## config.mk

```make
export PLATFORM = sky130hd
export DESIGN_NAME = ctrl_decode_stage_flat
export DESIGN_NICKNAME = d
export VERILOG_FILES = /design/src/rtl/ctrl_decode_if.sv /design/src/rtl/ctrl_decode_stage.sv /design/src/flat_wrapper.sv
export SDC_FILE = /design/constraint.sdc
export NUM_CORES = 1
export LEC_CHECK = 0
export CAP_MARGIN = 5
export CORE_MARGIN = 5
export CORE_UTILIZATION = 43
export CTS_CLUSTER_SIZE = 12
export DETAILED_ROUTE_END_ITERATION = 16
export MAX_ROUTING_LAYER = met4
export PLACE_DENSITY_LB_ADDON = 0.1
export SETUP_SLACK_MARGIN = 0.05
export SYNTH_ARGS = -nofsm -noshare
export SYNTH_HDL_FRONTEND = slang
export SYNTH_SLANG_ARGS = --single-unit
```

## constraint.sdc

```tcl
create_clock -name clk -period 2.64 [get_ports clk]
set_clock_uncertainty 0.1 [all_clocks]
set_input_delay 0.264 -clock clk [delete_from_list [all_inputs] [get_ports clk]]
set_output_delay 0.264 -clock clk [all_outputs]
set_load 0.005 [all_outputs]
```

## src/rtl/ctrl_decode_if.sv

```systemverilog
// ctrl_decode_if: fetch-side handshake and EX-side control bundle of the
// decode stage, grouped so the stage and its neighbours share one bundle.
//   master : drives i_* (fetch instruction, EX branch result, counter clear),
//            observes o_*.
//   slave  : the decode stage; observes i_*, drives o_*.
interface ctrl_decode_if #(
  parameter int OPCODE_W  = 4,
  parameter int RA_W      = 4,
  parameter int ALUFUNC_W = 2,
  parameter int CNT_W     = 8
);
  logic                 i_valid;
  logic [OPCODE_W-1:0]  i_opcode;
  logic [RA_W-1:0]      i_src_a;
  logic [RA_W-1:0]      i_src_b;
  logic [RA_W-1:0]      i_dst;
  logic                 i_br_taken;
  logic                 i_cnt_clr;
  logic                 o_ready;
  logic                 o_valid;
  logic [ALUFUNC_W-1:0] o_alufunc;
  logic                 o_branch;
  logic                 o_flush;
  logic                 o_regwrite;
  logic                 o_memwrite;
  logic                 o_memtoreg;
  logic                 o_immediate;
  logic                 o_forward;
  logic [RA_W-1:0]      o_dst;
  logic                 o_squash;
  logic                 o_illegal;
  logic [CNT_W-1:0]     o_stall_cnt;
  logic [CNT_W-1:0]     o_flush_cnt;

  modport master (
    output i_valid, i_opcode, i_src_a, i_src_b, i_dst, i_br_taken, i_cnt_clr,
    input  o_ready, o_valid, o_alufunc, o_branch, o_flush, o_regwrite,
           o_memwrite, o_memtoreg, o_immediate, o_forward, o_dst, o_squash,
           o_illegal, o_stall_cnt, o_flush_cnt
  );

  modport slave (
    input  i_valid, i_opcode, i_src_a, i_src_b, i_dst, i_br_taken, i_cnt_clr,
    output o_ready, o_valid, o_alufunc, o_branch, o_flush, o_regwrite,
           o_memwrite, o_memtoreg, o_immediate, o_forward, o_dst, o_squash,
           o_illegal, o_stall_cnt, o_flush_cnt
  );
endinterface

```

## src/rtl/ctrl_decode_stage.sv

```systemverilog
// ctrl_decode_stage: registered decode/control stage between fetch and EX.
// Decodes the opcode into the EX control bundle with valid/ready flow
// control, a one-bubble load-use stall, a FLUSH_CYCLES-long wrong-path squash
// after a taken branch, sticky illegal-opcode trap and saturating counters.
// Ports:
//   clk     : rising-edge clock
//   reset_n : asynchronous active-low reset
//   bus     : ctrl_decode_if.slave (fetch inputs, branch result, counter
//             clear, ready, registered EX bundle, squash, illegal, counters)
module ctrl_decode_stage #(
  parameter int OPCODE_W     = 4,
  parameter int RA_W         = 4,
  parameter int ALUFUNC_W    = 2,
  parameter int FLUSH_CYCLES = 2,
  parameter int CNT_W        = 8
) (
  input  logic         clk,
  input  logic         reset_n,
  ctrl_decode_if.slave bus
);

  localparam int SQ_W = $clog2(FLUSH_CYCLES + 1);

  typedef enum logic {RUN, FLUSH} state_t;

  typedef struct packed {
    logic [1:0] alu;
    logic       branch;
    logic       flush;
    logic       regwrite;
    logic       memwrite;
    logic       memtoreg;
    logic       immediate;
    logic       forward;
  } ctrl_t;

  function automatic ctrl_t decode(input logic [OPCODE_W-1:0] op);
    ctrl_t c;
    c = '0;
    case (op)
      OPCODE_W'(0):  begin c.regwrite = 1'b1; c.memtoreg = 1'b1; c.immediate = 1'b1; c.forward = 1'b1; end
      OPCODE_W'(1):  begin c.memwrite = 1'b1; c.immediate = 1'b1; end
      OPCODE_W'(2):  begin c.regwrite = 1'b1; c.forward = 1'b1; c.alu = 2'b00; end
      OPCODE_W'(3):  begin c.regwrite = 1'b1; c.forward = 1'b1; c.alu = 2'b01; end
      OPCODE_W'(4):  begin c.regwrite = 1'b1; c.forward = 1'b1; c.alu = 2'b10; end
      OPCODE_W'(5):  begin c.regwrite = 1'b1; c.forward = 1'b1; c.alu = 2'b11; end
      OPCODE_W'(6):  begin c.regwrite = 1'b1; c.immediate = 1'b1; c.forward = 1'b1; c.alu = 2'b00; end
      OPCODE_W'(7):  begin c.regwrite = 1'b1; c.immediate = 1'b1; c.forward = 1'b1; c.alu = 2'b01; end
      OPCODE_W'(8):  begin c.regwrite = 1'b1; c.immediate = 1'b1; c.forward = 1'b1; c.alu = 2'b10; end
      OPCODE_W'(9):  begin c.branch = 1'b1; c.flush = 1'b1; c.immediate = 1'b1; c.alu = 2'b01; end
      OPCODE_W'(10): begin c.branch = 1'b1; c.flush = 1'b1; c.alu = 2'b01; end
      default:       c = '0;
    endcase
    return c;
  endfunction

  function automatic logic uses_src_b(input logic [OPCODE_W-1:0] op);
    return ((op >= OPCODE_W'(2)) && (op <= OPCODE_W'(5))) || (op == OPCODE_W'(10));
  endfunction

  function automatic logic [CNT_W-1:0] sat_inc(input logic [CNT_W-1:0] v);
    return (v == '1) ? v : v + CNT_W'(1);
  endfunction

  state_t           state_q, state_d;
  logic [SQ_W-1:0]  sq_q, sq_d;
  logic             vld_q, vld_d;
  ctrl_t            ctrl_q, ctrl_d;
  logic [RA_W-1:0]  dst_q, dst_d;
  logic             illegal_q, illegal_d;
  logic [CNT_W-1:0] stall_q, stall_d;
  logic [CNT_W-1:0] flushc_q, flushc_d;

  logic hazard, taken, stall, legal, accept_run, issue, trap;

  always_comb begin
    hazard = vld_q && ctrl_q.memtoreg && bus.i_valid &&
             ((dst_q == bus.i_src_a) ||
              (uses_src_b(bus.i_opcode) && (dst_q == bus.i_src_b)));
    taken  = (state_q == RUN) && vld_q && ctrl_q.branch && bus.i_br_taken;
    // A taken branch wins over a hazard: the presented instruction is
    // wrong-path, so it is consumed and dropped instead of stalled.
    stall  = (state_q == RUN) && hazard && !taken;
    legal  = bus.i_opcode < OPCODE_W'(11);
    accept_run = (state_q == RUN) && !taken && bus.i_valid && !hazard;
    issue  = accept_run && legal;
    trap   = accept_run && !legal;
  end

  always_comb begin
    state_d = state_q;
    sq_d    = sq_q;
    case (state_q)
      RUN: begin
        if (taken) begin
          state_d = FLUSH;
          sq_d    = SQ_W'(FLUSH_CYCLES);
        end
      end
      FLUSH: begin
        sq_d = sq_q - SQ_W'(1);
        if (sq_q == SQ_W'(1)) state_d = RUN;
      end
      default: state_d = RUN;
    endcase

    vld_d  = issue;
    ctrl_d = issue ? decode(bus.i_opcode) : '0;
    dst_d  = issue ? bus.i_dst : dst_q;

    illegal_d = illegal_q | trap;
    stall_d   = stall ? sat_inc(stall_q) : stall_q;
    flushc_d  = taken ? sat_inc(flushc_q) : flushc_q;
    if (bus.i_cnt_clr) begin
      illegal_d = 1'b0;
      stall_d   = '0;
      flushc_d  = '0;
    end
  end

  always_ff @(posedge clk or negedge reset_n) begin
    if (!reset_n) begin
      state_q   <= RUN;
      sq_q      <= '0;
      vld_q     <= 1'b0;
      ctrl_q    <= '0;
      dst_q     <= '0;
      illegal_q <= 1'b0;
      stall_q   <= '0;
      flushc_q  <= '0;
    end else begin
      state_q   <= state_d;
      sq_q      <= sq_d;
      vld_q     <= vld_d;
      ctrl_q    <= ctrl_d;
      dst_q     <= dst_d;
      illegal_q <= illegal_d;
      stall_q   <= stall_d;
      flushc_q  <= flushc_d;
    end
  end

  assign bus.o_ready     = !stall;
  assign bus.o_valid     = vld_q;
  assign bus.o_alufunc   = ALUFUNC_W'(ctrl_q.alu);
  assign bus.o_branch    = ctrl_q.branch;
  assign bus.o_flush     = ctrl_q.flush;
  assign bus.o_regwrite  = ctrl_q.regwrite;
  assign bus.o_memwrite  = ctrl_q.memwrite;
  assign bus.o_memtoreg  = ctrl_q.memtoreg;
  assign bus.o_immediate = ctrl_q.immediate;
  assign bus.o_forward   = ctrl_q.forward;
  assign bus.o_dst       = dst_q;
  assign bus.o_squash    = (state_q == FLUSH);
  assign bus.o_illegal   = illegal_q;
  assign bus.o_stall_cnt = stall_q;
  assign bus.o_flush_cnt = flushc_q;

endmodule

```

## src/flat_wrapper.sv

```systemverilog
// flat-port wrapper written by rule: the top's interface ports become plain ports
module ctrl_decode_stage_flat 
#(
  parameter int OPCODE_W     = 4,
  parameter int RA_W         = 4,
  parameter int ALUFUNC_W    = 2,
  parameter int FLUSH_CYCLES = 2,
  parameter int CNT_W        = 8
)
  (clk, reset_n, bus_i_valid, bus_i_opcode, bus_i_src_a, bus_i_src_b, bus_i_dst, bus_i_br_taken, bus_i_cnt_clr, bus_o_ready, bus_o_valid, bus_o_alufunc, bus_o_branch, bus_o_flush, bus_o_regwrite, bus_o_memwrite, bus_o_memtoreg, bus_o_immediate, bus_o_forward, bus_o_dst, bus_o_squash, bus_o_illegal, bus_o_stall_cnt, bus_o_flush_cnt);
  ctrl_decode_if #(.OPCODE_W(OPCODE_W), .RA_W(RA_W), .ALUFUNC_W(ALUFUNC_W), .CNT_W(CNT_W)) bus_i ();
  input  logic clk;
  input  logic reset_n;
  input wire logic [$bits(bus_i.i_valid)-1:0] bus_i_valid;
  input wire logic [$bits(bus_i.i_opcode)-1:0] bus_i_opcode;
  input wire logic [$bits(bus_i.i_src_a)-1:0] bus_i_src_a;
  input wire logic [$bits(bus_i.i_src_b)-1:0] bus_i_src_b;
  input wire logic [$bits(bus_i.i_dst)-1:0] bus_i_dst;
  input wire logic [$bits(bus_i.i_br_taken)-1:0] bus_i_br_taken;
  input wire logic [$bits(bus_i.i_cnt_clr)-1:0] bus_i_cnt_clr;
  output wire logic [$bits(bus_i.o_ready)-1:0] bus_o_ready;
  output wire logic [$bits(bus_i.o_valid)-1:0] bus_o_valid;
  output wire logic [$bits(bus_i.o_alufunc)-1:0] bus_o_alufunc;
  output wire logic [$bits(bus_i.o_branch)-1:0] bus_o_branch;
  output wire logic [$bits(bus_i.o_flush)-1:0] bus_o_flush;
  output wire logic [$bits(bus_i.o_regwrite)-1:0] bus_o_regwrite;
  output wire logic [$bits(bus_i.o_memwrite)-1:0] bus_o_memwrite;
  output wire logic [$bits(bus_i.o_memtoreg)-1:0] bus_o_memtoreg;
  output wire logic [$bits(bus_i.o_immediate)-1:0] bus_o_immediate;
  output wire logic [$bits(bus_i.o_forward)-1:0] bus_o_forward;
  output wire logic [$bits(bus_i.o_dst)-1:0] bus_o_dst;
  output wire logic [$bits(bus_i.o_squash)-1:0] bus_o_squash;
  output wire logic [$bits(bus_i.o_illegal)-1:0] bus_o_illegal;
  output wire logic [$bits(bus_i.o_stall_cnt)-1:0] bus_o_stall_cnt;
  output wire logic [$bits(bus_i.o_flush_cnt)-1:0] bus_o_flush_cnt;
  assign bus_i.i_valid = bus_i_valid;
  assign bus_i.i_opcode = bus_i_opcode;
  assign bus_i.i_src_a = bus_i_src_a;
  assign bus_i.i_src_b = bus_i_src_b;
  assign bus_i.i_dst = bus_i_dst;
  assign bus_i.i_br_taken = bus_i_br_taken;
  assign bus_i.i_cnt_clr = bus_i_cnt_clr;
  assign bus_o_ready = bus_i.o_ready;
  assign bus_o_valid = bus_i.o_valid;
  assign bus_o_alufunc = bus_i.o_alufunc;
  assign bus_o_branch = bus_i.o_branch;
  assign bus_o_flush = bus_i.o_flush;
  assign bus_o_regwrite = bus_i.o_regwrite;
  assign bus_o_memwrite = bus_i.o_memwrite;
  assign bus_o_memtoreg = bus_i.o_memtoreg;
  assign bus_o_immediate = bus_i.o_immediate;
  assign bus_o_forward = bus_i.o_forward;
  assign bus_o_dst = bus_i.o_dst;
  assign bus_o_squash = bus_i.o_squash;
  assign bus_o_illegal = bus_i.o_illegal;
  assign bus_o_stall_cnt = bus_i.o_stall_cnt;
  assign bus_o_flush_cnt = bus_i.o_flush_cnt;
  ctrl_decode_stage #(.OPCODE_W(OPCODE_W), .RA_W(RA_W), .ALUFUNC_W(ALUFUNC_W), .FLUSH_CYCLES(FLUSH_CYCLES), .CNT_W(CNT_W)) u_core (.clk(clk), .reset_n(reset_n), .bus(bus_i));
endmodule
```

==> impl_metrics.toml <==
[critical_path]
startpoint_type = "input port"
cp.required_ns = 2.28
cp_cell_sequence = "clkdlybuf4s50_1, nor3b_1, a31oi_1, nand4b_4, nand2_2, nand2_1, clkdlybuf4s50_1"
cp_data_arrival_time_ns = 2.09
slowest_delay_ns = 0.59
path_buf_inv = 2
cpLargestDelayFamily = "buffers and inverters"
crit_type = "input port to output port"
worstSetupEndpointType = "output port"
cp_slowest_cell = "clkdlybuf4s50_1"
critPathMostFrequentCell = "clkdlybuf4s50_1"
worstPathMaxFanout = 7

[synthesis]
synth_async_sr_flop_share = 1.00
yosysSeqAreaShare = 0.470
syn_area_mm2 = 0.00170
yosys_warnings = 0
synth_top_area_share = 0.470
ys_types = 42
synth_top_area_cell = "dfrtp_1"
synth.area.top_cells = "dfrtp_1 47%, xor2_1 4.6%, xnor2_1 3.6%"
synth_edf_count = 0
avgSynthCellArea_um2 = 10.4
synthFlopType = "dfrtp_1"
synth_fp_nets = 188
synth-seq-cells = 32
synth_cells = 164

[routing]
avgViaCountPerCell = 5.24
drc = 0
routed_wl_um = 4010
postRouteAntennaNets = 0
first_pass_iters = 4
wl_per_cell_um = 14.8
num_vias = 1415
first_iter_violations = 39

[floorplan]
ios = 54
die_x_um = 73.0
initial_utilization = 0.455
dieArea_mm2 = 0.00532
core-area_mm2 = 0.00374
fp.dieH_um = 73.0
core.rowCount = 22

[clock_tree]
postCtsSetupBuffers = 0
cts_root_buf = "clkbuf_8"
htreeDepth = 2
cts_tree = "built"
clockBufferDepth = 2
cts_hold_buffers = 0
cts.repair.resized = 0
worstSkewPairLatency_ns = 0.28
path_clk_slew_ns = 0.06
clock-sinks = 32
cts_buffers = 5

[run]
max-cap-violations = 0

[timing]
finalMaxSlewViolations = 0
max_slew_margin = 0.532
post-route-min-period_ns = 2.46
max_freq_mhz = 407
rsz0062_at_grt = "no"
final_hold_viol_count = 0
tns_ns = 0
worst_pin_slew_ns = 0.700
min_period_over_period = 0.930
setup_violations = 0

[global_routing]
grt_pass1_wl_um = 6840
overflow = 0
grt_use_total = 0.172
grt_pass1_vias = 1488
grt_max_degree = 33
antenna_found_initial = 0

[finish]
n_fill_cell = 315
area_growth_pct = 39.1
utilization = 0.633
n_antenna_cell = 0
nNetsFinal = 246
layout-drive-gt1-share = 0.117

[placed_design]
gp_congestion = 0.903
hpwl_um = 2950
port_buffers = 53

[pwr]
seq_power_share = 0.471
powerDensity_mw_per_mm2 = 521
pwr-share-comb = 0.248
vdd.ir_drop.worst_uv = 328
p_sw_w = 0.000340
power_switching_share = 0.276
intPower_w = 0.000894
power_leakage_nw = 1.01
power_frac_clock = 0.281

[min_path]
min_path_type = "input port to asynchronous set/reset pin"

[status]
status = "complete, no violations"
power groups by stage:
stage	sequential [W]	clock (W)	combinational, W
after global placement	0.000587	0	0.000304
after detailed placement	0.000590	0	0.000308
final	0.000581	0.000347	0.000306
after global routing	0.000588	0.000390	0.000334
after floorplan	0.000585	0	0.000166
after CTS	0.000581	0.000365	0.000310
cells by family (layout without fill, tap and decap cells):
group / Yosys count / in the layout / share of synthesized area
adder cells (fa/ha/maj): 3 / 3 / 0.0220
AO/OA/AOI/OAI: 26 / 26 / 0.111
AND/OR/NAND/NOR: 63 / 63 / 0.209
flip-flops: 32 / 32 / 0.470
XOR/XNOR: 16 / 16 / 0.0822
buffers and inverters: 16 / 74 / 0.0455
multiplexers: 8 / 8 / 0.0609
flip-flops by register name (all words and copies together), names as in the netlist:
name,flops
u_core.bus.o_memtoreg,1
u_core.bus.o_illegal,1
u_core.bus.o_dst,4
u_core.bus.o_forward,1
u_core.bus.o_flush_cnt,8
u_core.bus.o_alufunc,2
u_core.bus.o_stall_cnt,8
u_core.bus.o_branch,1
u_core.sq_q,2
u_core.bus.o_memwrite,1
u_core.bus.o_valid,1
u_core.bus.o_squash,1
u_core.bus.o_immediate,1
through the flow:
stage | hold slack (ns) | instance area [um2] | power, W | setup slack (ns) | std cells
final | 0.286 | 2370 | 0.00123 | 0.184 | 270
after global routing | 0.340 | 2370 | 0.00131 | 0.0589 | 270
after CTS | 0.302 | 2370 | 0.00126 | 0.175 | 270
after detailed placement | 0.399 | 2290 | 0.000897 | 0.184 | 263
after global placement | 0.397 | 2290 | 0.000891 | 0.231 | 263
after floorplan | -0.132 | 1700 | 0.000751 | 0.904 | 164
worst reg2reg max path, cell delays in order, from the launching register on:
cell and delay [ns]:
dfrtp_1 0.42, xor2_1 0.16, nor3_1 0.08, nand3_2 0.08, buf_4 0.15, nand4_4 0.18, a21oi_4 0.30, mux2_4 0.33
cell usage after synthesis (2+ instances only):
library cell	instances
nand4_1	5
nor4_1	2
or3_1	2
buf_4	4
inv_1	8
a31oi_1	3
a211oi_1	4
mux2_4	4
mux2_1	2
nor2b_1	3
nor3_1	5
and3_1	2
xnor2_1	7
a21oi_1	8
o21ai_0	2
xor2_1	9
buf_2	2
nor2_1	15
nand3_1	11
nand2_1	10
clkbuf_1	2
dfrtp_1	32
ha_1	3
area by class of cell:
class / instances / area (um2) / share of cell area
Timing Repair Buffer: 59 / 576 / 0.243
Clock buffer: 6 / 72.6 / 0.0306
Sequential cell: 32 / 801 / 0.338
Inverter: 8 / 30.0 / 0.0127
Clock inverter: 1 / 5.00 / 0.00211
Multi-Input combinational cell: 116 / 826 / 0.348
Tap cell: 48 / 60.1 / 0.0253
cell usage in the layout, fill, tap and decap left out, types with 4 or more instances in the layout:
cell type / synthesis / layout
a211oi_1: 4 / 4
a21oi_1: 8 / 8
buf_4: 4 / 6
clkbuf_8: 0 / 5
clkdlybuf4s50_1: 0 / 53
dfrtp_1: 32 / 32
inv_1: 8 / 8
mux2_4: 4 / 4
nand2_1: 10 / 10
nand3_1: 11 / 11
nand4_1: 5 / 5
nor2_1: 15 / 15
nor3_1: 5 / 5
xnor2_1: 7 / 7
xor2_1: 9 / 9
final timing paths:
check / start / endpoint / slack, ns / cells past startpoint
max in group asynchronous: reset_n / u_core.bus.o_stall_cnt[0] / 1.84 / 2
worst max-delay path: bus_i_opcode[2] / bus_o_ready / 0.18 / 7
worst min-delay path: reset_n / u_core.bus.o_dst[3] / 0.29 / 2
min in group clk: u_core.bus.o_illegal / u_core.bus.o_illegal / 0.42 / 1
worst max register to register: u_core.bus.o_dst[3] / u_core.bus.o_dst[1] / 0.73 / 7
worst min register to register: u_core.bus.o_illegal / u_core.bus.o_illegal / 0.42 / 1
per-layer routing:
layer / vias to the layer above / GRT usage / wire length [um]
met1: 684 / 0.202 / 1770
met5: - / - / 0
li1: 689 / - / -
met2: 38 / 0.280 / 1990
met3: 4 / 0.0537 / 217
met4: 0 / 0.0553 / 31
No activity file was read; power rests on OpenSTA's default activity.
